--- src/rtl/pipe_pkg.sv ---
// Shared definitions for the inter-stage pipeline register: control-bus layout,
// bubble encoding and the occupancy state type.
package pipe_pkg;

    localparam int unsigned CTRL_W = 12;

    // Control bus bit positions
    localparam int unsigned CTRL_BR     = 11;
    localparam int unsigned CTRL_JMP    = 10;
    localparam int unsigned CTRL_JMPMEM = 9;
    localparam int unsigned CTRL_MRD    = 8;
    localparam int unsigned CTRL_M2R    = 7;
    localparam int unsigned CTRL_MWR    = 6;
    localparam int unsigned CTRL_ALUSRC = 5;
    localparam int unsigned CTRL_RWR    = 4;
    localparam int unsigned CTRL_ALUOP_HI = 3;
    localparam int unsigned CTRL_ALUOP_LO = 0;

    localparam logic [CTRL_W-1:0] CTRL_BUBBLE = '0;

    typedef enum logic [1:0] {
        ST_EMPTY = 2'd0,
        ST_ONE   = 2'd1,
        ST_FULL  = 2'd2
    } state_e;

endpackage

--- src/rtl/pipe_stage_entry.sv ---
// One held pipeline word (ctrl + operands + rd) with load enable and a
// synchronous clear to the bubble encoding.
module pipe_stage_entry #(
    parameter int unsigned       CTRL_W      = pipe_pkg::CTRL_W,
    parameter int unsigned       WORD_W      = 128,
    parameter int unsigned       RD_W        = 5,
    parameter logic [CTRL_W-1:0] CTRL_BUBBLE = pipe_pkg::CTRL_BUBBLE
) (
    input  logic              clk,
    input  logic              i_clr,
    input  logic              i_load,
    input  logic [CTRL_W-1:0] i_ctrl,
    input  logic [WORD_W-1:0] i_data,
    input  logic [RD_W-1:0]   i_rd,
    output logic [CTRL_W-1:0] o_ctrl,
    output logic [WORD_W-1:0] o_data,
    output logic [RD_W-1:0]   o_rd
);
    import pipe_pkg::*;

    logic [CTRL_W-1:0] r_ctrl;
    logic [WORD_W-1:0] r_data;
    logic [RD_W-1:0]   r_rd;

    always_ff @(posedge clk) begin
        if (i_clr) begin
            r_ctrl <= CTRL_BUBBLE;
            r_data <= '0;
            r_rd   <= '0;
        end else if (i_load) begin
            r_ctrl <= i_ctrl;
            r_data <= i_data;
            r_rd   <= i_rd;
        end
    end

    assign o_ctrl = r_ctrl;
    assign o_data = r_data;
    assign o_rd   = r_rd;

endmodule

--- src/rtl/pipe_stage_reg.sv ---
// Inter-stage pipeline register with valid/ready handshake, 2-entry skid buffer,
// flush-to-bubble. Optional PIPE_STAGE_STATS_EN adds stall/flush counters.
module pipe_stage_reg #(
    parameter int unsigned       DATA_W      = 32,
    parameter int unsigned       N_DATA      = 4,
    parameter int unsigned       CTRL_W      = pipe_pkg::CTRL_W,
    parameter int unsigned       RD_W        = 5,
    parameter logic [CTRL_W-1:0] CTRL_BUBBLE = pipe_pkg::CTRL_BUBBLE
) (
    input  logic                     clk,
    input  logic                     rst,
    input  logic                     flush,
    input  logic                     in_valid,
    output logic                     in_ready,
    input  logic [CTRL_W-1:0]        in_ctrl,
    input  logic [N_DATA*DATA_W-1:0] in_data,
    input  logic [RD_W-1:0]          in_rd,
    output logic                     out_valid,
    input  logic                     out_ready,
    output logic [CTRL_W-1:0]        out_ctrl,
    output logic [N_DATA*DATA_W-1:0] out_data,
    output logic [RD_W-1:0]          out_rd
`ifdef PIPE_STAGE_STATS_EN
    ,
    output logic [15:0]              stall_cnt,
    output logic [15:0]              flush_cnt
`endif
);
    import pipe_pkg::*;

    localparam int unsigned WORD_W = N_DATA * DATA_W;

    state_e r_state;

    logic              w_in_ready;
    logic              w_out_valid;
    logic              w_accept;
    logic              w_send;
    logic              w_main_load;
    logic              w_skid_load;
    logic [CTRL_W-1:0] w_main_ctrl_d;
    logic [WORD_W-1:0] w_main_data_d;
    logic [RD_W-1:0]   w_main_rd_d;
    logic [CTRL_W-1:0] w_main_ctrl;
    logic [WORD_W-1:0] w_main_data;
    logic [RD_W-1:0]   w_main_rd;
    logic [CTRL_W-1:0] w_skid_ctrl;
    logic [WORD_W-1:0] w_skid_data;
    logic [RD_W-1:0]   w_skid_rd;

    assign w_in_ready  = (r_state != ST_FULL);
    assign w_out_valid = (r_state != ST_EMPTY);
    // A flush cycle drops any concurrent upstream word
    assign w_accept    = in_valid & w_in_ready & ~flush;
    assign w_send      = w_out_valid & out_ready;

    assign w_main_load = ((r_state == ST_EMPTY) & w_accept)
                       | ((r_state == ST_ONE) & w_accept & w_send)
                       | ((r_state == ST_FULL) & w_send);
    assign w_skid_load = (r_state == ST_ONE) & w_accept & ~w_send;

    always_comb begin
        w_main_ctrl_d = in_ctrl;
        w_main_data_d = in_data;
        w_main_rd_d   = in_rd;
        if (r_state == ST_FULL) begin
            w_main_ctrl_d = w_skid_ctrl;
            w_main_data_d = w_skid_data;
            w_main_rd_d   = w_skid_rd;
        end
    end

    always_ff @(posedge clk) begin
        if (rst) begin
            r_state <= ST_EMPTY;
        end else if (flush) begin
            r_state <= ST_EMPTY;
        end else begin
            case (r_state)
                ST_EMPTY: if (w_accept) r_state <= ST_ONE;
                ST_ONE: begin
                    if (w_accept && !w_send)      r_state <= ST_FULL;
                    else if (!w_accept && w_send) r_state <= ST_EMPTY;
                end
                ST_FULL:  if (w_send) r_state <= ST_ONE;
                default:  r_state <= ST_EMPTY;
            endcase
        end
    end

    pipe_stage_entry #(
        .CTRL_W      (CTRL_W),
        .WORD_W      (WORD_W),
        .RD_W        (RD_W),
        .CTRL_BUBBLE (CTRL_BUBBLE)
    ) u_main (
        .clk    (clk),
        .i_clr  (rst),
        .i_load (w_main_load),
        .i_ctrl (w_main_ctrl_d),
        .i_data (w_main_data_d),
        .i_rd   (w_main_rd_d),
        .o_ctrl (w_main_ctrl),
        .o_data (w_main_data),
        .o_rd   (w_main_rd)
    );

    pipe_stage_entry #(
        .CTRL_W      (CTRL_W),
        .WORD_W      (WORD_W),
        .RD_W        (RD_W),
        .CTRL_BUBBLE (CTRL_BUBBLE)
    ) u_skid (
        .clk    (clk),
        .i_clr  (rst),
        .i_load (w_skid_load),
        .i_ctrl (in_ctrl),
        .i_data (in_data),
        .i_rd   (in_rd),
        .o_ctrl (w_skid_ctrl),
        .o_data (w_skid_data),
        .o_rd   (w_skid_rd)
    );

    assign in_ready  = w_in_ready;
    assign out_valid = w_out_valid;
    // Entries may hold stale words after a flush, so mask them while empty
    assign out_ctrl  = w_out_valid ? w_main_ctrl : CTRL_BUBBLE;
    assign out_rd    = w_out_valid ? w_main_rd : '0;
    assign out_data  = w_main_data;

`ifdef PIPE_STAGE_STATS_EN
    logic [15:0] r_stall_cnt;
    logic [15:0] r_flush_cnt;

    always_ff @(posedge clk) begin
        if (rst) begin
            r_stall_cnt <= '0;
            r_flush_cnt <= '0;
        end else begin
            if (w_out_valid && !out_ready && (r_stall_cnt != '1))
                r_stall_cnt <= r_stall_cnt + 16'd1;
            if (flush && (r_state != ST_EMPTY) && (r_flush_cnt != '1))
                r_flush_cnt <= r_flush_cnt + 16'd1;
        end
    end

    assign stall_cnt = r_stall_cnt;
    assign flush_cnt = r_flush_cnt;
`endif

endmodule

--- config.mk ---
export PLATFORM = sky130hd
export DESIGN_NAME = pipe_stage_reg
export DESIGN_NICKNAME = d
export VERILOG_FILES = /design/src/rtl/pipe_pkg.sv /design/src/rtl/pipe_stage_entry.sv /design/src/rtl/pipe_stage_reg.sv
export SDC_FILE = /design/constraint.sdc
export NUM_CORES = 1
export LEC_CHECK = 0
export BUFFER_PORTS_ARGS = -buffer_cell sky130_fd_sc_hd__buf_2
export CELL_PAD_IN_SITES_DETAIL_PLACEMENT = 1
export CELL_PAD_IN_SITES_GLOBAL_PLACEMENT = 1
export CORE_MARGIN = 5
export CORE_UTILIZATION = 42
export DETAILED_ROUTE_END_ITERATION = 8
export PLACE_DENSITY_LB_ADDON = 0.1
export SETUP_SLACK_MARGIN = 0.2
export SLEW_MARGIN = 25
export SYNTH_ARGS = -nofsm -noshare
export SYNTH_HDL_FRONTEND = slang
export SYNTH_SLANG_ARGS = --single-unit
export TNS_END_PERCENT = 20
--- constraint.sdc ---
create_clock -name clk -period 2 [get_ports clk]
set_input_delay 0.6 -clock clk [delete_from_list [all_inputs] [get_ports clk]]
set_output_delay 0.6 -clock clk [all_outputs]
set_load 0.05 [all_outputs]
==> results.sh, run 1 <==
export IMPL_grt_pass1_vias=12777
export IMPL_htreeDepth=2
export IMPL_drv_slew=0
export IMPL_fp_row_count=66
export IMPL_dieArea_um2=36120
export IMPL_powerDensity_nw_per_um2=872.9
export IMPL_required_ns=1.40
export IMPL_clockBufferDepth=3
export IMPL_postRouteAntennaNets=0
export IMPL_status="finished with violations"
export IMPL_synth_async_reset_ratio_pct=0
export IMPL_avgRoutedWirePerCell_um=22.60
export IMPL_drt_pass1_iter_count=4
export IMPL_synth_warning_count=0
export IMPL_path_class="reg -> out"
export IMPL_layout_drive_gt1_share_pct=33.52
export IMPL_violations="negative setup slack"
export IMPL_postSynthAreaPerCell_um2=9.789
export IMPL_r2r_cells=6
export IMPL_max_slew_margin_rel_pct=66.06
export IMPL_min_path_type="in -> reg"
export IMPL_dp_hpwl_um=27790
export IMPL_holdPathStages=3
export IMPL_cts_buffers=35
export IMPL_fin_crit_sh_pct=101.0
export IMPL_antenna_found_initial=13
export IMPL_synthToLayoutAreaGrowth_pct=26.44
export IMPL_netlist_top_cells_area="dfxtp_1 43%, mux2i_1 11%, a311oi_1 6.1%"
export IMPL_drc_errors=0
export IMPL_final_fill_count=3599
export IMPL_clkLatencyLatePin_ns=0.51
export IMPL_grt_total_usage_pct=24.46
export IMPL_grt_setup_unrepaired="yes"
export IMPL_synth_top_area_cell="dfxtp_1"
export IMPL_cts_num_sinks=292
export IMPL_vias_per_cell=6.032
export IMPL_synth_fp_nets=1541
export IMPL_setup_viol=8
export IMPL_ys_seq_elements=292
export IMPL_whs_ns=0.3500
export IMPL_leakagePower_nw=7.127
export IMPL_netlist_area_leader_share_pct=42.93
export IMPL_preCtsSetupSlack_ns=-0.2054
export IMPL_synth_cells=1391
export IMPL_die_x_um=190.1
export IMPL_hold_path_startpoint="in_data[126]"
export IMPL_final_nets=1739
export IMPL_rrSetupSlack_ns=0.25
export IMPL_maxCapViolCount=0
export IMPL_start_util_pct=42.17
export IMPL_mappedNetlistArea_um2=13620
export IMPL_cts_root_buf="clkbuf_16"
export IMPL_post_route_min_period_ns=2.020
export IMPL_io_pin_count=297
export IMPL_place_inst=1990
export IMPL_synth_flop_cell="dfxtp_1"
export IMPL_instances_no_fill=2062
export IMPL_io_buffers=296
export IMPL_hold_viol=0
export IMPL_finalWorstSetupSlack_ns=-0.01972
export IMPL_grt_pass1_wl_um=72910
export IMPL_placed_area_um2=15740
export IMPL_ys_top_cells_by_count="292 x dfxtp_1, 145 x a21oi_1, 145 x mux2i_1, 145 x nand3_1, 132 x o21ai_0"
export IMPL_dieHeight_um=190.1
export IMPL_post_route_util_pct=53.32
export IMPL_synth_edff_count=0
export IMPL_synth_cell_types=30
export IMPL_initialDrtViolationCount=721
export IMPL_hold_buffers=0
export IMPL_grt_max_degree=77
export IMPL_cp_max_fo=14
export IMPL_globalplace_congestion=0.7718
export IMPL_path_clk_slew_ns=0.06
export IMPL_synth_most_common_cell="dfxtp_1"
export IMPL_grt_ovfl_total=0
export IMPL_worst_pin_slew_ns=0.5090
export IMPL_fin_skew_ns=0.01266
export IMPL_worstPathArrival_ns=1.42
export IMPL_ys_seq_area_share_pct=42.93
export IMPL_r2r_end="u_main.o_ctrl[1]"
export IMPL_core_area_um2=32290
export IMPL_holdPathEnd="u_skid.o_data[126]"
export IMPL_r2r_start="r_state[0]"
export IMPL_endpoint_kind="output port"
export IMPL_cp_start_kind="flop"
export IMPL_final_cell_area_um2=17220
export IMPL_dr_total_vias=12438
export IMPL_routed_wirelength_um=46600
export IMPL_ir_drop_mv=0.5569
export IMPL_cts_tree="yes"
export IMPL_fmax_ghz=0.4951
worst max-delay path by stage:
stage / startpoint / endpoint / slack [ns] / depth (start not counted)
after CTS: r_state[0] / out_rd[1] / -0.04 / 4
after global routing: r_state[0] / out_ctrl[11] / -0.08 / 4
after detailed placement: r_state[1] / out_ctrl[1] / -0.21 / 3
after global placement: r_state[1] / out_ctrl[3] / -0.07 / 3
final: r_state[0] / out_ctrl[5] / -0.02 / 4
after floorplan: r_state[1] / out_ctrl[0] / 0.16 / 2
through the flow:
| stage | setup TNS (ns) | power, mW |
|---|---|---|
| 3_5_place_dp | -2.274 | 8.776 |
| 6_report | -0.07686 | 15.03 |
| 4_1_cts | -0.2392 | 15.14 |
| 2_1_floorplan | 0 | 7.958 |
| 5_1_grt | -1.065 | 15.60 |
| 3_3_place_gp | -0.8243 | 8.746 |
logic make-up after synthesis:
group | synth area share, %
AO/OA/AOI/OAI | 32.42
buffers and inverters | 7.314
flip-flops | 42.93
multiplexers | 10.66
AND/OR/NAND/NOR | 6.680
sequential cells by signal, summed over array words and instances (netlist names):
name / count
u_skid.o_ctrl: 12
u_main.o_data: 128
r_state: 2
u_main.o_ctrl: 12
u_skid.o_rd: 5
u_skid.o_data: 128
u_main.o_rd: 5
critical path: stages, from the launching register on:
cell     delay, ns
dfxtp_2       0.33
nor2_4        0.18
buf_12        0.18
nor2b_1       0.07
buf_6         0.15
routing by layer:
layer	vias up	GRT usage (%)	wire, um
met3	73	4.697	2387
li1	5788	-	-
met4	16	6.205	860
met1	6250	33.95	21170
met5	-	0	108
met2	311	39.34	22070
cell type report:
type / count / area, um^2 / area share [%]
diodes: 6 / 15.01 / 0.08721
clock inverters: 4 / 20.02 / 0.1163
repair buffers: 355 / 2706 / 15.72
clock buffers: 58 / 1125 / 6.533
well taps: 442 / 553.0 / 3.212
flip-flops and latches: 292 / 5848 / 33.97
inverters: 2 / 17.52 / 0.1017
multi-input cells: 903 / 6932 / 40.26
placed cells by master, fill, tap and decap left out, drive strengths merged:
| cell | count |
|---|---|
| and2 | 1 |
| a31o | 1 |
| a211oi | 146 |
| clkinv | 4 |
| a21o | 1 |
| diode | 6 |
| nand3 | 145 |
| nor2b | 18 |
| nor4bb | 1 |
| inv | 2 |
| buf | 347 |
| o21ai | 145 |
| nand2b | 2 |
| a311oi | 145 |
| and3b | 1 |
| mux2i | 145 |
| o21bai | 1 |
| nand2 | 2 |
| a21oi | 145 |
| clkbuf | 66 |
| nand4bb | 1 |
| nor2 | 1 |
| or3b | 1 |
| a2111oi | 1 |
| dfxtp | 292 |
repair_timing:
| item | CTS | global route |
|---|---|---|
| endpoints found under the setup margin | 22 | 109 |
| gates cloned | 0 | 1 |
| pin swaps | 8 | 1 |
| resized for setup | 48 | 31 |
| buffers inserted | 3 | 0 |
power breakdown:
group | total, mW | leakage (nW) | switching (mW) | internal, mW
registers | 6.22 | 2.38 | 0.161 | 6.06
logic | 2.48 | 4.18 | 1.67 | 0.811
clock network | 6.33 | 0.569 | 2.50 | 3.82
total | 15.0 | 7.13 | 4.33 | 10.7
Power figures use the tool's default switching activity.
==> run 2, diff against run 1 <==
--- a/config.mk
+++ b/config.mk
@@ -5,11 +5,12 @@
 export SDC_FILE = /design/constraint.sdc
 export NUM_CORES = 1
 export LEC_CHECK = 0
+export ABC_AREA = 1
 export BUFFER_PORTS_ARGS = -buffer_cell sky130_fd_sc_hd__buf_2
 export CELL_PAD_IN_SITES_DETAIL_PLACEMENT = 1
 export CELL_PAD_IN_SITES_GLOBAL_PLACEMENT = 1
 export CORE_MARGIN = 5
-export CORE_UTILIZATION = 42
+export CORE_UTILIZATION = 37
 export DETAILED_ROUTE_END_ITERATION = 8
 export PLACE_DENSITY_LB_ADDON = 0.1
 export SETUP_SLACK_MARGIN = 0.2
==> run 2 against run 1 <==
- largest cell class unchanged
- utilization decreased by 5.7 points
- synthesized cell count rose by 58%
- final area is 1.7% lower
- the run still ends with negative setup slack left
- count of clock-buffer cells in the layout fell by 7
==> results.sh, run 2 <==
export IMPL_avgRoutedWirePerCell_um=13.59
export IMPL_path_clk_slew_ns=0.06
export IMPL_fin_crit_sh_pct=101.0
export IMPL_cp_start_kind="flop"
export IMPL_synth_warning_count=0
export IMPL_dieArea_um2=39900
export IMPL_leakagePower_nw=9.633
export IMPL_layout_commonest_cell="nand2_1"
export IMPL_drv_slew=0
export IMPL_ys_seq_elements=292
export IMPL_cts_buffers=36
export IMPL_worstPathArrival_ns=1.42
export IMPL_globalplace_congestion=0.7582
export IMPL_max_slew_margin_rel_pct=61.22
export IMPL_grt_pass1_vias=13140
export IMPL_netlist_top_cells_area="dfxtp_1 44%, nand2_1 21%, nor2_1 17%"
export IMPL_postRouteAntennaNets=0
export IMPL_fp_row_count=69
export IMPL_r2r_start="r_state[0]"
export IMPL_cts_root_buf="clkbuf_16"
export IMPL_clockBufferDepth=3
export IMPL_clkLatencyLatePin_ns=0.50
export IMPL_synth_fp_nets=2349
export IMPL_violations="negative setup slack"
export IMPL_final_cell_mix="728 x nand2_1, 583 x nor2_1, 292 x inv_1"
export IMPL_mappedNetlistArea_um2=13320
export IMPL_finalWorstSetupSlack_ns=-0.02038
export IMPL_drt_pass1_iter_count=4
export IMPL_drc_errors=0
export IMPL_critical_path_top_delay_family="flip-flops"
export IMPL_start_util_pct=37.45
export IMPL_io_buffers=296
export IMPL_whs_ns=0.3371
export IMPL_ys_top_cells_by_count="731 x nand2_1, 600 x nor2_1, 294 x inv_1, 292 x dfxtp_1, 146 x o21ai_0"
export IMPL_cp_max_fo=5
export IMPL_maxCapViolCount=0
export IMPL_setup_viol=8
export IMPL_synth_edff_count=0
export IMPL_synth_top_area_cell="dfxtp_1"
export IMPL_crit_chain="inv_4 > nand2_8 > clkinv_8 > nor2_4 > buf_6"
export IMPL_synth_most_common_cell="nand2_1"
export IMPL_initialDrtViolationCount=417
export IMPL_grt_total_usage_pct=19.30
export IMPL_dieHeight_um=199.7
export IMPL_grt_setup_unrepaired="yes"
export IMPL_post_route_min_period_ns=2.020
export IMPL_synthToLayoutAreaGrowth_pct=27.03
export IMPL_final_nets=2594
export IMPL_grt_ovfl_total=0
export IMPL_hold_path_startpoint="in_data[107]"
export IMPL_dp_hpwl_um=27050
export IMPL_layout_drive_gt1_share_pct=16.96
export IMPL_fmax_ghz=0.4950
export IMPL_vias_per_cell=4.521
export IMPL_synth_cell_types=16
export IMPL_crit_path_max_incr_delay_ns=0.36
export IMPL_status="finished with violations"
export IMPL_critPathBufInv=3
export IMPL_postSynthAreaPerCell_um2=6.058
export IMPL_io_pin_count=297
export IMPL_crit_path_start="r_state[1]"
export IMPL_required_ns=1.40
export IMPL_grt_pass1_wl_um=64200
export IMPL_die_x_um=199.7
export IMPL_min_path_type="in -> reg"
export IMPL_setup_tns_ns=-0.08772
export IMPL_routed_wirelength_um=39880
export IMPL_r2r_cells=7
export IMPL_holdPathStages=3
export IMPL_synth_flop_cell="dfxtp_1"
export IMPL_netlist_area_leader_share_pct=43.88
export IMPL_ir_drop_mv=0.5642
export IMPL_synth_cells=2199
export IMPL_antenna_found_initial=12
export IMPL_grt_max_degree=141
export IMPL_crit_cells=5
export IMPL_cts_tree="yes"
export IMPL_cts_num_sinks=292
export IMPL_dr_total_vias=13266
export IMPL_htreeDepth=2
export IMPL_endpoint_kind="output port"
export IMPL_ys_seq_area_share_pct=43.88
export IMPL_post_route_util_pct=47.58
export IMPL_worst_pin_slew_ns=0.5817
export IMPL_path_class="reg -> out"
export IMPL_powerDensity_nw_per_um2=881.5
export IMPL_synth_async_reset_ratio_pct=0
export IMPL_core_area_um2=35570
export IMPL_cpMaxStageDelayCell="dfxtp_4"
export IMPL_hold_viol=0
export IMPL_fin_skew_ns=0.009946
## run 2: cell types whose count changed in the layout (fill, tap and decap cells not counted), moves of 13 or more
| cell | previous run | this run |
|---|---|---|
| mux2i_1 | 139 | 0 |
| buf_12 | 41 | 21 |
| a211oi_2 | 54 | 0 |
| nand2_1 | 2 | 728 |
| a311oi_2 | 50 | 0 |
| a211oi_1 | 92 | 0 |
| o21ai_0 | 128 | 146 |
| nor2_1 | 0 | 583 |
| inv_1 | 0 | 292 |
| a21oi_1 | 145 | 1 |
| nor2_4 | 1 | 14 |
| nand3_1 | 145 | 2 |
| a311oi_1 | 95 | 0 |
| o21ai_1 | 17 | 0 |
## run 2: per-stage QoR
stage          area [um^2]  instances  total power [mW]  worst slack (ns)
3_5_place_dp         15420       2862             8.363            0.1415
4_1_cts              16880       2931             15.14          -0.08266
5_1_grt              16920       2934             15.61          -0.06111
6_report             16920       2934             14.92          -0.02038
3_3_place_gp         15420       2862             8.314            0.2054
2_1_floorplan        13450       2199             7.690            0.1874
## run 2: cell type report
cell class	instances	area (um^2)
fillers	4794	18650
repair inverters	2	32.53
multi-input cells	1482	5908
well taps	461	576.8
repair buffers	334	2197
flip-flops and latches	292	5851
diodes	3	7.507
clock inverters	13	165.2
inverters	296	1136
clock buffers	51	1049
## run 2: logic make-up after synthesis
family / count (synthesis) / share of synthesized area [%]
AOI/OAI and AO/OA: 148 / 5.579
buffers and inverters: 425 / 12.91
DFF: 292 / 43.88
and+or+nand+nor: 1334 / 37.63
## run 2: final timing paths
kind,end,slack (ns)
max reg2reg,u_main.o_data[44],0.37
max,out_ctrl[4],-0.02
min reg2reg,u_main.o_data[78],0.51
min,u_skid.o_data[107],0.34
## run 2: worst reg2reg max path, stage by stage, from the launching register on
cell     delay (ns)
dfxtp_2        0.33
inv_4          0.05
buf_6          0.13
nand2_8        0.10
buf_12         0.38
o21ai_0        0.29
nor2_1         0.16
nor2_1         0.07
## run 2: what timing repair did
| item | 4_1_cts | 5_1_grt |
|---|---|---|
| hold buffers | 0 | 0 |
| cloned | 2 | 0 |
| setup buffers | 3 | 0 |
| pin swaps | 3 | 3 |
| resized for setup | 56 | 13 |
| hold endpoints to repair | 0 | 0 |
| endpoints found under the setup margin | 23 | 25 |
## run 2: routing by layer
metal | vias up | global-route usage (%) | part of all wire [%]
met5 | - | 0 | 0.30
met4 | 18 | 5.107 | 2.1
met3 | 68 | 4.011 | 4.9
met2 | 215 | 34.17 | 48
met1 | 6087 | 23.99 | 44
li1 | 6878 | - | -
## run 2: where the power goes
group,internal (mW),leakage [nW],switching (mW)
combinational,0.586,6.64,1.48
sequential,6.05,2.38,0.123
clock,4.16,0.606,2.51
